===== src/rtl/avst_pkt_fifo_if.sv =====
`default_nettype none
// ============================================================================
// Module      : avst_pkt_fifo_if
// Description : Avalon-ST beat bundle (handshake plus payload fields).
//               The master modport drives the beat and the slave returns ready.
// Revision    : 1.0 - initial release
// ============================================================================
interface avst_pkt_fifo_if #(
    parameter int DATA_W    = 128,
    parameter int EMPTY_W   = 4,
    parameter int CHANNEL_W = 128
) ();
    logic                 valid;
    logic                 ready;
    logic [DATA_W-1:0]    data;
    logic [CHANNEL_W-1:0] channel;
    logic [EMPTY_W-1:0]   empty;
    logic                 sop;
    logic                 eop;

    modport master (
        output valid, data, channel, empty, sop, eop,
        input  ready
    );

    modport slave (
        input  valid, data, channel, empty, sop, eop,
        output ready
    );
endinterface
`default_nettype wire


===== src/rtl/avst_pkt_fifo.sv =====
`default_nettype none
// ============================================================================
// Module      : avst_pkt_fifo
// Description : Avalon-ST packet FIFO with one-cycle first-word latency.
//               Define AVST_PKT_FIFO_SAF_EN for store-and-forward release.
// Revision    : 1.0 - initial release
// ============================================================================
module avst_pkt_fifo #(
    parameter int DEPTH     = 16,
    parameter int DATA_W    = 128,
    parameter int EMPTY_W   = 4,
    parameter int CHANNEL_W = 128
) (
    input  wire logic                   clk,
    input  wire logic                   reset,
    avst_pkt_fifo_if.slave              avst_in,
    avst_pkt_fifo_if.master             avst_out,
    output logic [$clog2(DEPTH):0]      level
);
    localparam int AW      = $clog2(DEPTH);
    localparam int LW      = AW + 1;
    localparam int ENTRY_W = DATA_W + CHANNEL_W + EMPTY_W + 2;

    localparam logic [LW-1:0] LEVEL_FULL = LW'(DEPTH);
    localparam logic [LW-1:0] LEVEL_ONE  = LW'(1);
    localparam logic [AW-1:0] PTR_ONE    = AW'(1);

    logic [ENTRY_W-1:0] mem [DEPTH];

    logic [AW-1:0] wr_ptr_q, wr_ptr_d;
    logic [AW-1:0] rd_ptr_q, rd_ptr_d;
    logic [LW-1:0] level_q, level_d;
    logic          in_ready_q, in_ready_d;
    logic          out_valid_q, out_valid_d;

    logic               w_push;
    logic               w_pop;
    logic [ENTRY_W-1:0] w_wr_entry;
    logic [ENTRY_W-1:0] w_head;

    assign w_push     = avst_in.valid && in_ready_q;
    assign w_pop      = out_valid_q && avst_out.ready;
    assign w_wr_entry = {avst_in.sop, avst_in.eop, avst_in.empty,
                         avst_in.channel, avst_in.data};
    assign w_head     = mem[rd_ptr_q];

    // Power-of-two depth lets the pointers wrap by natural overflow.
    always_comb begin
        wr_ptr_d = w_push ? (wr_ptr_q + PTR_ONE) : wr_ptr_q;
        rd_ptr_d = w_pop  ? (rd_ptr_q + PTR_ONE) : rd_ptr_q;
        level_d  = level_q;
        case ({w_push, w_pop})
            2'b10:   level_d = level_q + LEVEL_ONE;
            2'b01:   level_d = level_q - LEVEL_ONE;
            default: level_d = level_q;
        endcase
        in_ready_d = (level_d != LEVEL_FULL);
    end

`ifdef AVST_PKT_FIFO_SAF_EN
    logic [LW-1:0] pkt_cnt_q, pkt_cnt_d;
    logic          w_push_eop;
    logic          w_pop_eop;

    assign w_push_eop = w_push && avst_in.eop;
    assign w_pop_eop  = w_pop && w_head[ENTRY_W-2];

    // A full FIFO releases even without a stored eop so oversized packets cannot deadlock.
    always_comb begin
        pkt_cnt_d = pkt_cnt_q;
        if (w_push_eop && !w_pop_eop) begin
            pkt_cnt_d = pkt_cnt_q + LEVEL_ONE;
        end else if (w_pop_eop && !w_push_eop) begin
            pkt_cnt_d = pkt_cnt_q - LEVEL_ONE;
        end
        out_valid_d = (level_d != '0) &&
                      ((pkt_cnt_d != '0) || (level_d == LEVEL_FULL));
    end

    always_ff @(posedge clk) begin
        if (reset) begin
            pkt_cnt_q <= '0;
        end else begin
            pkt_cnt_q <= pkt_cnt_d;
        end
    end
`else
    always_comb begin
        out_valid_d = (level_d != '0);
    end
`endif

    always_ff @(posedge clk) begin
        if (reset) begin
            wr_ptr_q    <= '0;
            rd_ptr_q    <= '0;
            level_q     <= '0;
            in_ready_q  <= 1'b0;
            out_valid_q <= 1'b0;
        end else begin
            wr_ptr_q    <= wr_ptr_d;
            rd_ptr_q    <= rd_ptr_d;
            level_q     <= level_d;
            in_ready_q  <= in_ready_d;
            out_valid_q <= out_valid_d;
        end
    end

    // Payload storage carries no reset; validity is tracked by the pointers alone.
    always_ff @(posedge clk) begin
        if (w_push) begin
            mem[wr_ptr_q] <= w_wr_entry;
        end
    end

    assign avst_in.ready = in_ready_q;
    assign avst_out.valid = out_valid_q;
    assign {avst_out.sop, avst_out.eop, avst_out.empty,
            avst_out.channel, avst_out.data} = w_head;
    assign level = level_q;

endmodule
`default_nettype wire


===== src/flat_wrapper.sv =====
// flat-port wrapper written by rule: the top's interface ports become plain ports
module avst_pkt_fifo_flat 
#(
    parameter int DEPTH     = 16,
    parameter int DATA_W    = 128,
    parameter int EMPTY_W   = 4,
    parameter int CHANNEL_W = 128
)
  (clk, reset, level, avst_in_valid, avst_in_data, avst_in_channel, avst_in_empty, avst_in_sop, avst_in_eop, avst_in_ready, avst_out_valid, avst_out_data, avst_out_channel, avst_out_empty, avst_out_sop, avst_out_eop, avst_out_ready);
  avst_pkt_fifo_if #(.DATA_W(DATA_W), .EMPTY_W(EMPTY_W), .CHANNEL_W(CHANNEL_W)) avst_in_i ();
  avst_pkt_fifo_if #(.DATA_W(DATA_W), .EMPTY_W(EMPTY_W), .CHANNEL_W(CHANNEL_W)) avst_out_i ();
  input  wire logic clk;
  input  wire logic reset;
  output logic [$clog2(DEPTH):0] level;
  input wire logic [$bits(avst_in_i.valid)-1:0] avst_in_valid;
  input wire logic [$bits(avst_in_i.data)-1:0] avst_in_data;
  input wire logic [$bits(avst_in_i.channel)-1:0] avst_in_channel;
  input wire logic [$bits(avst_in_i.empty)-1:0] avst_in_empty;
  input wire logic [$bits(avst_in_i.sop)-1:0] avst_in_sop;
  input wire logic [$bits(avst_in_i.eop)-1:0] avst_in_eop;
  output wire logic [$bits(avst_in_i.ready)-1:0] avst_in_ready;
  output wire logic [$bits(avst_out_i.valid)-1:0] avst_out_valid;
  output wire logic [$bits(avst_out_i.data)-1:0] avst_out_data;
  output wire logic [$bits(avst_out_i.channel)-1:0] avst_out_channel;
  output wire logic [$bits(avst_out_i.empty)-1:0] avst_out_empty;
  output wire logic [$bits(avst_out_i.sop)-1:0] avst_out_sop;
  output wire logic [$bits(avst_out_i.eop)-1:0] avst_out_eop;
  input wire logic [$bits(avst_out_i.ready)-1:0] avst_out_ready;
  assign avst_in_i.valid = avst_in_valid;
  assign avst_in_i.data = avst_in_data;
  assign avst_in_i.channel = avst_in_channel;
  assign avst_in_i.empty = avst_in_empty;
  assign avst_in_i.sop = avst_in_sop;
  assign avst_in_i.eop = avst_in_eop;
  assign avst_in_ready = avst_in_i.ready;
  assign avst_out_valid = avst_out_i.valid;
  assign avst_out_data = avst_out_i.data;
  assign avst_out_channel = avst_out_i.channel;
  assign avst_out_empty = avst_out_i.empty;
  assign avst_out_sop = avst_out_i.sop;
  assign avst_out_eop = avst_out_i.eop;
  assign avst_out_i.ready = avst_out_ready;
  avst_pkt_fifo #(.DEPTH(DEPTH), .DATA_W(DATA_W), .EMPTY_W(EMPTY_W), .CHANNEL_W(CHANNEL_W)) u_core (.clk(clk), .reset(reset), .avst_in(avst_in_i), .avst_out(avst_out_i), .level(level));
endmodule

===== config.mk =====
export PLATFORM = sky130hd
export DESIGN_NAME = avst_pkt_fifo_flat
export DESIGN_NICKNAME = d
export VERILOG_FILES = /design/src/rtl/avst_pkt_fifo_if.sv /design/src/rtl/avst_pkt_fifo.sv /design/src/flat_wrapper.sv
export SDC_FILE = /design/constraint.sdc
export NUM_CORES = 2
export LEC_CHECK = 0
export BUFFER_PORTS_ARGS = -buffer_cell sky130_fd_sc_hd__buf_4
export CAP_MARGIN = 10
export CORE_MARGIN = 2
export CORE_UTILIZATION = 39
export CTS_CLUSTER_DIAMETER = 150
export DETAILED_ROUTE_END_ITERATION = 7
export PLACE_DENSITY_LB_ADDON = 0.12
export SETUP_SLACK_MARGIN = 0.4
export SYNTH_ARGS = -nofsm -noshare
export SYNTH_HDL_FRONTEND = slang
export SYNTH_MEMORY_MAX_BITS = 65536
export SYNTH_SLANG_ARGS = --single-unit
export TNS_END_PERCENT = 20

===== constraint.sdc =====
create_clock -name clk -period 23.2 [get_ports clk]
set_input_delay 1.16 -clock clk [delete_from_list [all_inputs] [get_ports clk]]
set_output_delay 1.16 -clock clk [all_outputs]
set_load 0.005 [all_outputs]

# After elaboration in Yosys (flattened, before gate mapping)
# Memory sizes are Yosys's and may differ from the RTL's. A register that Yosys moved wholly into a read port is not among the register bits.
# Index checks and enable logic that the tools add are counted.
# word_totals
reg_bits	15
ram_bits	4192
inputBits	266
output_inout_bits	269
word_cells	21
memories	1
# classes
addsub	4
eq_ne	3
n_mux	5
n_reduce_logical	3
# mem_list
name	words	width	rd	rd_ports_with_merged_regs	write_ports	line_no	source
u_core.mem	16	262	1	1	1	avst_pkt_fifo.sv:28	logic [ENTRY_W-1:0] mem [DEPTH];
# op_table
cell	n
5-bit one-hot mux with 2 select lines	1
4-bit by 1-bit adder with 4-bit output (second input constant)	2
4-bit 2-to-1 mux	2
5-bit by 1-bit adder with 5-bit output (second input constant)	1
5-bit inequality test (second input constant)	1
5-bit nonzero test	1
5-bit by 1-bit subtractor with 5-bit output (second input constant)	1
2-bit by 1-bit == test with 1-bit output (second input constant)	1
2-bit == test (second input constant)	1
1-bit logical AND	2
1-bit 2-to-1 mux	2

# Depth between registers and ports, before layout
# depth
depth_word	4
depth_mapped	10
ltp_nobuf	10

# Least setup slack after synthesis
# No wires, ideal clock.
# synth_path
kind	in2reg
from	input port avst_in_valid
to	memory u_core.mem[3][0] (netlist bit), enable pin
setup_ns	1.205
arrival_time_ns	19.417
t_required_ns	21.995
setup_slack_ns	2.578
path_stages	4
n_path_buf	1
path_cell_list	and2_1 > clkbuf_1 > nand2_1 > nor3_1
# synth_via
elab_chain_len	3
# synth_rtl
item	line_no	source
from (decl)	flat_wrapper.sv:15	input wire logic [$bits(avst_in_i.valid)-1:0] avst_in_valid;
1-bit logical AND	avst_pkt_fifo.sv:41	assign w_push = avst_in.valid && in_ready_q;
1-bit 2-to-1 mux	avst_pkt_fifo.sv:111	if (w_push) begin
1-bit 2-to-1 mux (implied by the code)	avst_pkt_fifo.sv:112	mem[wr_ptr_q] <= w_wr_entry;
to (decl)	avst_pkt_fifo.sv:28	
# No other way between the ends.

==> impl_metrics.csv <==
group,metric,value,unit
critical_path,worstReg2RegStart,"u_core.avst_in.ready$_SDFF_PP0_",
route,wl_per_cell,31.2,µm
critical_path,arrival,7.56,ns
yosys,yosysSeqAreaShare,79.9,%
clock_network,cts_tree,"yes",
yosys,async_flop_share,0,%
sta,tns,0,ns
route,vias,68720,
sta,tightest_slew,1.12,ns
placement,dpl.hpwl,198000,µm
critical_path,crit_required,22.04,ns
clock_network,cts_root_buffer,"clkbuf_16",
clock_network,clk_path_buf_depth,4,
clock_network,h-tree-depth,5,
yosys,avgSynthCellArea,26.4,µm²
cells_and_area,finish.net_count,7088,
route,drtAntennaViolNets,0,
clock_network,post_cts_resized,0,
critical_path,path_max_fanout,50,
sta,min_period_over_period,37.6,%
floorplan,die_h,640,µm
route,finalWirelength,394000,µm
route,drc,0,
yosys,muxShareOfSynthArea,18.5,%
sta,worst_clock_skew,0.0596,ns
global_routing,overflow,0,
route,viasPerCell,5.45,
clock_network,clock-sinks,4211,
clock_network,path_clk_slew,0.06,ns
worst_hold_path,hp-class,"in2reg",
floorplan,num_rows,233,
cells_and_area,num-fill-cells,33478,
clock_network,holdBufCountCts,0,
floorplan,die_area,410000,µm²
global_routing,grt_max_degree,142,
sta,finalMaxSlewViolations,0,
clock_network,numCtsBuffers,448,
global_routing,grt_pass1_vias,73871,
route,first_iter_violations,5752,
critical_path,worstSetupPathType,"reg2out",
clock_network,postCtsSetupBuffers,0,
sta,relSlewSlack,24.7,%
cells_and_area,drive_gt1_share,36.4,%
clock_network,clkLatencyLatePin,0.99,ns
pwr,power,17.3,mW
yosys,ys_types,37,
yosys,syn_nets,6259,
floorplan,initial_utilization,39.2,%
pwr,p_leak,55.2,nW
pwr,vdd_drop_max,0.0000729,V
yosys,synthXorXnorAreaFrac,0.0610,%
yosys,synth_warnings,0,
critical_path,worst_setup_path_end_kind,"output port",
floorplan,io_pins,535,
yosys,synth_top_family_by_area,"multiplexers",
sta,rsz0062_at_grt,"no",
route,dr.pass1.iters,8,
critical_path,startpoint_type,"register",
global_routing,antenna_found_initial,84,
yosys,netlist_instances,5986,
pwr,cellPowerDensity,94.3,nW/µm²
yosys,synth.ff_latch_count,4211,
placement,gp_congestion,0.709,
floorplan,die_x,640,µm
yosys,syn-cell-area,158000,µm²
cells_and_area,area.growth.synth_to_final,15.8,%
cells_and_area,fin_util,45.4,%
sta,clock.fmax,0.115,GHz
placement,numPortBuffers,534,
yosys,synth-compound-area-share,0.234,%
global_routing,grt_pass1_wl,554000,µm
yosys,synth_adder_area_share,0.0555,%
run_status,status,"finished clean",
yosys,ys.flop_type,"edfxtp_1",
flow_run,maxCapViolCount,0,
global_routing,grt_usage,19.0,%
sta,fin_crit,8.72,ns
floorplan,coreArea,403000,µm²
worst_hold_path,min_from,"avst_in_data[20]",
yosys,synth-simple-area-share,0.247,%
sta,setup_viol,0,
sta,hold_violations,0,
yosys,synth_edf_count,4192,
[registers in the layout (all words and copies together) (netlist names), named ones only]
name and cells:
u_core.mem 4192, u_core.avst_out.valid 1, u_core.level 5, u_core.avst_in.ready 1, u_core.wr_ptr_q 4, u_core.rd_ptr_q 4
[cell type report]
cell class / instances / area, µm² / share of cell area, %
Clock buffer: 552 / 11800 / 6.43
Timing Repair Buffer: 685 / 5440 / 2.98
Multi-Input combinational cell: 1464 / 30300 / 16.6
Clock inverter: 266 / 2320 / 1.27
Antenna cell: 23 / 57.6 / 0.0315
Tap cell: 5405 / 6760 / 3.70
Inverter: 5 / 18.8 / 0.0103
Sequential cell: 4211 / 126000 / 69.0
[worst max-delay path, stage by stage (launching register included)]
cell and delay (ns):
dfxtp_4 0.93, buf_4 0.88, buf_4 0.78, buf_4 0.78, buf_4 0.76, buf_4 0.88, mux4_2 0.60, mux4_2 0.51
buf_4 0.16
[cells in the final DEF, fill, tap and decap left out, types with 6 or more instances in the layout]
cell type	instances
nor2b_1	21
nor2_4	12
bufinv_16	32
clkinv_2	90
inv_6	12
clkinvlp_4	8
ha_1	7
clkinv_1	108
nor2_1	13
nand2_1	12
clkbuf_1	94
edfxtp_1	4192
xnor2_1	6
dfxtp_1	15
a21oi_1	26
a211oi_1	21
buf_4	661
diode_2	23
mux4_2	1289
buf_12	24
mux2i_1	22
clkbuf_16	453
[per-layer routing]
metal  vias up  track usage [%]  share of wire, %
li1      28161                -                 -
met1     38086             25.6                42
met2      1846             31.7                50
met3       567             4.25               6.2
met4        60             4.40               2.2
met5         -                0             0.095
[through the flow]
stage / cell area, µm² / instances / hold WS (ns) / worst slack, ns
2_1_floorplan: 158000 / 5986 / 0.472 / 2.58
3_3_place_gp: 169000 / 11770 / 0.490 / 15.03
3_5_place_dp: 169000 / 11770 / 0.485 / 15.03
4_1_cts: 183000 / 12588 / 0.354 / 13.92
5_1_grt: 183000 / 12598 / 0.405 / 13.53
6_report: 183000 / 12611 / 0.466 / 14.48
[power by group]
group          internal [mW]  switching [mW]  total (mW)
registers               8.45          0.0343        8.49
clock network           3.94            2.92        6.86
logic                  0.994           0.908        1.90
total                   13.4            3.86        17.3
[cell usage after synthesis (2+ instances only)]
cell | number | area share [%]
buf_2 | 76 | 0.24
edfxtp_1 | 4192 | 80
o22ai_1 | 2 | 0.0079
mux4_2 | 1289 | 18
nand4_1 | 3 | 0.012
nand2b_1 | 4 | 0.016
ha_1 | 7 | 0.055
nor2_1 | 25 | 0.059
nor3_1 | 6 | 0.019
buf_1 | 38 | 0.090
xnor2_1 | 6 | 0.033
mux2i_1 | 22 | 0.14
dfxtp_1 | 19 | 0.24
a21oi_1 | 26 | 0.082
xor2_1 | 5 | 0.028
clkbuf_1 | 141 | 0.34
nor2b_1 | 21 | 0.083
a41oi_1 | 2 | 0.011
nand2_1 | 12 | 0.029
buf_4 | 43 | 0.20
inv_1 | 4 | 0.0095
a211oi_1 | 21 | 0.10
buf_6 | 8 | 0.057
[path summary, 6_finish.rpt]
path                                                endpoint  slack [ns]  depth (start not counted)
worst max register to register  u_core.mem[4][161]$_DFFE_PP_       17.23                          9
worst min-delay path             u_core.mem[0][20]$_DFFE_PP_        0.47                          1
worst min register to register                      register        0.51                          2
worst max-delay path                    avst_out_channel[29]       14.48                          8
[logic make-up (layout without fill, tap and decap cells)]
| group | Yosys count | count (layout) |
|---|---|---|
| flops | 4211 | 4211 |
| xor+xnor | 11 | 11 |
| simple gates | 77 | 77 |
| compound gates | 58 | 58 |
| fa+ha+maj | 7 | 7 |
| other cells | 0 | 23 |
| buf+inv | 311 | 1508 |
| mux | 1311 | 1311 |
No activity file was read; power rests on OpenSTA's default activity.
